$ cat config.mk
export PLATFORM = sky130hd
export DESIGN_NAME = snake_key_conditioner
export DESIGN_NICKNAME = d
export VERILOG_FILES = /design/src/rtl/snake_key_conditioner.sv
export SDC_FILE = /design/constraint.sdc
export NUM_CORES = 1
export LEC_CHECK = 0
export ABC_CLOCK_PERIOD_IN_PS = 4610
export CORE_MARGIN = 5
export CORE_UTILIZATION = 45
export DETAILED_ROUTE_END_ITERATION = 8
export HOLD_SLACK_MARGIN = 0.03
export SLEW_MARGIN = 20
export SYNTH_ARGS = -nofsm -noshare
export SYNTH_HDL_FRONTEND = slang
export SYNTH_SLANG_ARGS = --single-unit
export TNS_END_PERCENT = 1
$ cat constraint.sdc
create_clock -name clockInp -period 4.61 [get_ports clockInp]
set_input_delay 0.461 -clock clockInp [delete_from_list [all_inputs] [get_ports clockInp]]
set_output_delay 0.461 -clock clockInp [all_outputs]
set_load 0.03 [all_outputs]
$ cat src/rtl/snake_key_conditioner.sv
`default_nettype none
// +--------------------------------------------------------------------------+
// | snake_key_conditioner: sync/debounce KEY[1:0] into one pending turn req. |
// | Revision: 1.0                                                            |
// +--------------------------------------------------------------------------+
module snake_key_conditioner #(
  parameter int SYNC_STAGES     = 2,
  parameter int DEBOUNCE_CYCLES = 20000,
  parameter int DROP_W          = 8
) (
  input  logic              clockInp,
  input  logic              resetInp,
  input  logic [1:0]        KEY,
  input  logic              move_tick,
  output logic              turn_valid,
  output logic              turn_right,
  output logic [1:0]        key_level,
  output logic [DROP_W-1:0] drop_count
);

  localparam int               CNT_W    = $clog2(DEBOUNCE_CYCLES);
  localparam logic [CNT_W-1:0] CNT_LAST = CNT_W'(DEBOUNCE_CYCLES - 1);

  logic [1:0] press;
  logic       consume;
  logic       drop_event;

  generate
    for (genvar k = 0; k < 2; k++) begin : g_key
      logic [SYNC_STAGES-1:0] sync;
      logic [CNT_W-1:0]       cnt;
      logic                   level;
      logic                   sampled;

      assign sampled      = ~sync[SYNC_STAGES-1];
      assign key_level[k] = level;
      // Rising edge of the debounced level is the only press event.
      assign press[k]     = sampled & ~level & (cnt == CNT_LAST);

      always_ff @(posedge clockInp) begin
        if (!resetInp) begin
          sync  <= '1;
          cnt   <= '0;
          level <= 1'b0;
        end else begin
          sync <= {sync[SYNC_STAGES-2:0], KEY[k]};
          if (sampled == level) begin
            cnt <= '0;
          end else if (cnt == CNT_LAST) begin
            cnt   <= '0;
            level <= ~level;
          end else begin
            cnt <= cnt + 1'b1;
          end
        end
      end
    end
  endgenerate

  assign consume = move_tick & turn_valid;

  always_comb begin
    drop_event = 1'b0;
    if (press == 2'b11) begin
      drop_event = 1'b1;
    end else if ((press != 2'b00) && turn_valid && !consume) begin
      drop_event = 1'b1;
    end
  end

  always_ff @(posedge clockInp) begin
    if (!resetInp) begin
      turn_valid <= 1'b0;
      turn_right <= 1'b0;
    end else begin
      case (press)
        2'b11: begin
          if (consume) turn_valid <= 1'b0;
        end
        2'b01, 2'b10: begin
          // A fresh press may replace the request being consumed this edge.
          if (!turn_valid || consume) begin
            turn_valid <= 1'b1;
            turn_right <= press[0];
          end
        end
        default: begin
          if (consume) turn_valid <= 1'b0;
        end
      endcase
    end
  end

  always_ff @(posedge clockInp) begin
    if (!resetInp) begin
      drop_count <= '0;
    end else if (drop_event && (drop_count != {DROP_W{1'b1}})) begin
      drop_count <= drop_count + 1'b1;
    end
  end

endmodule
`default_nettype wire

=== Word level (Yosys, flattened, before mapping) ===
Cells that the tools add are included.

* Output and inout port bits: 12
* Logic and storage cells: 53
* Flip-flop bits (word level): 46
* Input bits: 5

* Reduce and logical (&&, ||, !) cells: 15
* Add/sub/neg operators: 3
* Mux-type cells: 5
* Bitwise gates (word level): 12
* Equality and inequality tests: 9

{| class="wikitable"
|+ Operators by type and width
! cell !! number
|-
| $add 15x1->15 const B || 2
|-
| $eq 15x15->1 const B || 2
|-
| $add 8x1->8 const B || 1
|-
| $ne 8x8->1 const B || 1
|-
| $reduce_and 2->1 || 4
|-
| $not 1->1 || 7
|-
| $reduce_or 3->1 || 2
|-
| $and 1x1->1 || 5
|-
| $mux 1 || 5
|-
| $eq 2x2->1 const B || 2
|-
| $reduce_bool 2->1 || 2
|-
| $logic_and 1x1->1 || 3
|-
| $eq 1x1->1 || 2
|-
| $eq 2x1->1 const B || 1
|-
| $logic_not 1->1 || 2
|-
| $ne 2x2->1 const B || 1
|-
| $reduce_or 2->1 || 1
|-
| $logic_or 1x1->1 || 1
|}

=== Longest topological paths before layout ===
* Depth after elaboration: 9
* Gate-level depth with buffers: 10
* Gate-level depth less buffers: 10

=== Worst setup path after synthesis ===
Ideal clock, no wire load.

* Path type: register to register
* Start: register g_key[0].cnt[0]
* End: register drop_count[3]
* Buffers on the path: 1
* Arrival time: 2.530 ns
* Stages on the path, launching flop included: 11
* Slack: 2.010 ns
* Data required time: 4.540 ns
* Path through: dfxtp_1 > ha_1 > clkbuf_1 > nand2_1 > nor4_1 > nand4_1 > ha_1 > nor3b_1 > o22ai_1 > or3_1 > a21oi_1

* Cells in the longest elaborated chain, start to end: 8
* Elaborated cells on any way between the ends: 9
* Those cells by class: 2 x eq/ne; 2 x mux; 1 x bitwise; 4 x reduce/logical

{| class="wikitable"
|+ Ends and longest elaborated chain
! item !! RTL line !! RTL
|-
| from (decl) || 31 || <nowiki>logic [CNT_W-1:0] cnt;</nowiki>
|-
| from (signal assigned) || 53 || <nowiki>cnt <= cnt + 1'b1;</nowiki>
|-
| $eq 15x15->1 (*) || 38 || <nowiki>assign press[k] = sampled & ~level & (cnt == CNT_LAST);</nowiki>
|-
| $and 1x1->1 (*) || 38 ||
|-
| $reduce_bool 2->1 || 66 || <nowiki>end else if ((press != 2'b00) && turn_valid && !consume) begin</nowiki>
|-
| $logic_and 1x1->1 (2 in series) || 66 ||
|-
| $mux 1 || 66 ||
|-
| $mux 1 (*) || 64 || <nowiki>if (press == 2'b11) begin</nowiki>
|-
| $logic_and 1x1->1 (*) || 97 || <nowiki>end else if (drop_event && (drop_count != {DROP_W{1'b1}})) begin</nowiki>
|-
| to (signal assigned) || 98 || <nowiki>drop_count <= drop_count + 1'b1;</nowiki>
|-
| to (decl) || 18 || <nowiki>output logic [DROP_W-1:0] drop_count</nowiki>
|}

Mark *: on every way between the ends. The rest lies on a longest branch, timed or not.
A chain may end at the register's enable or synchronous reset.

=== Worst setup path in the final report ===
Same ends and word-level chain as after synthesis.

==> results.ini <==
[synthesis]
synth_top_area_cell=dfxtp_1
yosys.area_share.xor_xnor_pct=11.3
ys_top_cells_by_area=dfxtp_1 (44%), nor2_1 (6.8%), xor2_1 (6.3%)
synth_top_family_by_area=simple AND/OR/NAND/NOR gates
synth_enable_flop_cells=0
synthAdderAreaFrac_pct=4.20
ys.flop_type=dfxtp_1
yosys.area.top_type_share_pct=44.2
synth_nets=248
netlist-cell-type-count=37
synth_seq_cells=46
synthArstFlopShare_pct=0
yosysSeqAreaShare_pct=44.2
synth.cell_area_mm2=0.00208
synth_warnings=0
synthSimpleGateAreaFrac_pct=28.3
avgSynthCellArea_um2=8.83
synth_cells=236
synth_compound_area_share_pct=5.82
synthMuxAreaShare_pct=1.44

[timing]
slew_headroom_pct=60.8
setup_violations=0
hold_violations=0
slew_violations=0
setup_ws_ns=1.74
rsz0062_at_grt=no
tns_ns=0
worstMarginPinSlew_ns=0.588
finalClockSkew_ns=0.00389
fmax_ghz=0.349
fin_crit_sh_pct=62.2
min_period_ns=2.87

[global_routing]
grt.total_usage_pct=12.3
gr-usage-met3_pct=4.00
grt_max_degree=16
grt_pass1_vias=1387
grt_pass1_wl_um=6270
met1_usage_pct=16.3
top_usage_layer=met2
met2_usage_pct=19.1
antenna_found_initial=0
overflow=0

[route]
ant_nets=0
vias=1566
wire_per_inst_um=11.8
drt_iter0_drc=116
drc_errors=0
totalWireLength_um=3590
routed_via_density=5.17
dr.pass1.iters=4

[critical_path]
path_buf_inv=0
critPathRequiredTime_ns=4.83
worstPathCellList=ha_1 -> nand2_1 -> nor4_1 -> nand4_1 -> ha_1 -> nor3b_1 -> o22ai_1 -> or3_1 -> a21oi_1
r2r.worst_path.cells=9
arrival_ns=3.09
critPathKind=register to register
cpMostUsedCell=ha_1
r2r_slack_ns=1.74
cp-end-kind=register
worst-path-max-fanout=8
worst_path_max_delay_cell=nor3b_1
start_kind=register
timing.rr.start=g_key[0].cnt[0]
crit_family=simple AND/OR/NAND/NOR gates
critical_path.max_stage_delay_ns=0.41
timing.rr.end=drop_count[3]

[clock_tree]
clock_latency_ns=0.29
clockRootBuffer=clkbuf_8
cts_hold_buf=0
clockBufferDepth=2
post_cts_buffers=0
clkSinkCount=46
cts_resized=0
htreeDepth=2
cts_tree=done
clkSlewWorstSetupHoldPaths_ns=0.08
cts_buffers=5

[die]
die_h_um=78.1
num_io_pins=17
start_util_pct=47.2
die_w_um=78.1
coreArea_mm2=0.00441
fp-row-count=24
die_area_mm2=0.00609

[power]
p_int_mw=0.525
swShare_pct=20.7
power.switching_mw=0.137
p_comb_share_pct=1.9
p_clk_share_pct=37.7
powerDensity_mw_per_mm2=280
pwr-share-seq_pct=60.4
leakage_nw=0.806
vdd_drop_max_v=0.000160

[placement]
post-place-ws_ns=1.75
routabilityCongestion=0.734
hpwl_um=2620
portBuffers=16

[finish]
fin_nets=262
fillerInstances=427
syn_to_final_growth_pct=13.3
drive_gt1_share_pct=3.59
diodes=0

[run]
max-cap-violations=0

[worst_hold_path]
whs_path_depth=1
hold_class=register to register
min_from=g_key[1].sync[0]
min_to=g_key[1].sync[1]

[status]
outcome=finished, final reports clean

cells in the final DEF, fill, tap and decap left out, drive strengths merged, types with 2 or more instances in the layout:
master and n:
and2 3, dfxtp 46, or3 3, nand4b 2
nand2b 5, or4 2, nand4 11, xnor2 12
and3 3, nand2 14, nor3 3, o2111ai 2
a21oi 4, or4b 2, clkdlybuf4s50 16, o211ai 2
mux2i 3, nand3 12, ha 7, o21ai 4
nor4 6, and4 4, nor2 38, inv 15
xor2 15, clkbuf 6, o31ai 2
power groups by stage:
| stage | logic [mW] | registers, mW | clock network, mW |
|---|---|---|---|
| after floorplan | 0.00726 | 0.409 | 0 |
| after global placement | 0.0130 | 0.409 | 0 |
| after detailed placement | 0.0127 | 0.409 | 0 |
| after CTS | 0.0129 | 0.400 | 0.261 |
| after global routing | 0.0141 | 0.400 | 0.280 |
| final | 0.0126 | 0.400 | 0.250 |
final cells by class:
class                           count  area [um2]  area share [%]
Inverter                           15        56.3            2.38
Clock buffer                        6        82.6            3.50
Tap cell                           52        65.1            2.75
Clock inverter                      2        12.5           0.530
Sequential cell                    46         921            39.0
Multi-Input combinational cell    166        1060            45.1
Timing Repair Buffer               16         160            6.78
registers in the layout, summed over array words and instances, names as in the netlist:
signal and flops:
g_key.cnt 30, drop_count 8, g_key.sync 4, g_key.level 2
turn_right 1, turn_valid 1
worst max path at each step:
stage	from	endpoint	cells past startpoint
after detailed placement	g_key[0].cnt[0]	drop_count[3]	9
after global placement	g_key[0].cnt[0]	drop_count[3]	9
after global routing	g_key[1].cnt[0]	drop_count[2]	10
final	g_key[0].cnt[0]	drop_count[3]	9
after CTS	g_key[0].cnt[0]	drop_count[3]	9
after floorplan	g_key[0].cnt[0]	drop_count[3]	10
through the flow:
stage | hold slack, ns | total power [mW] | cell area [um2] | cells | utilization [%]
2_1_floorplan | 0.386 | 0.416 | 2080 | 236 | -
4_1_cts | 0.413 | 0.674 | 2360 | 303 | 53.5
3_5_place_dp | 0.393 | 0.422 | 2270 | 295 | 51.4
5_1_grt | 0.442 | 0.694 | 2360 | 303 | 53.5
6_report | 0.410 | 0.662 | 2360 | 303 | 53.5
3_3_place_gp | 0.393 | 0.422 | 2270 | 295 | 51.4
synthesized netlist by cell type, types with 2 or more instances:
| library cell | number |
|---|---|
| and3_1 | 3 |
| or3_1 | 3 |
| buf_4 | 2 |
| nand4_1 | 10 |
| nor4_1 | 6 |
| o31ai_1 | 2 |
| o211ai_1 | 2 |
| a21oi_1 | 4 |
| nor3_1 | 3 |
| o21ai_0 | 3 |
| mux2i_1 | 3 |
| nor2_1 | 38 |
| and2_1 | 3 |
| or4_1 | 2 |
| dfxtp_1 | 46 |
| inv_1 | 15 |
| xnor2_1 | 12 |
| o2111ai_1 | 2 |
| ha_1 | 7 |
| nand2_1 | 14 |
| nand3_1 | 12 |
| clkbuf_1 | 6 |
| nand4b_1 | 2 |
| xor2_1 | 15 |
| nand2b_1 | 5 |
| or4b_1 | 2 |
| and4_1 | 4 |
cells by family (layout without fill, tap and decap cells):
group	Yosys count	in the layout
and+or+nand+nor	111	111
DFF	46	46
xor gates and xnor gates	27	27
buffers and inverters	24	39
AOI/OAI and AO/OA	18	18
adders and majority gates	7	7
muxes	3	3
per-layer routing:
metal  vias to the layer above  share of wire, %
li1                        844                 -
met1                       699                53
met2                        21                43
met3                         2               3.3
met4                         0              0.81
met5                         -                 0
(Power assumes the default switching activity.)
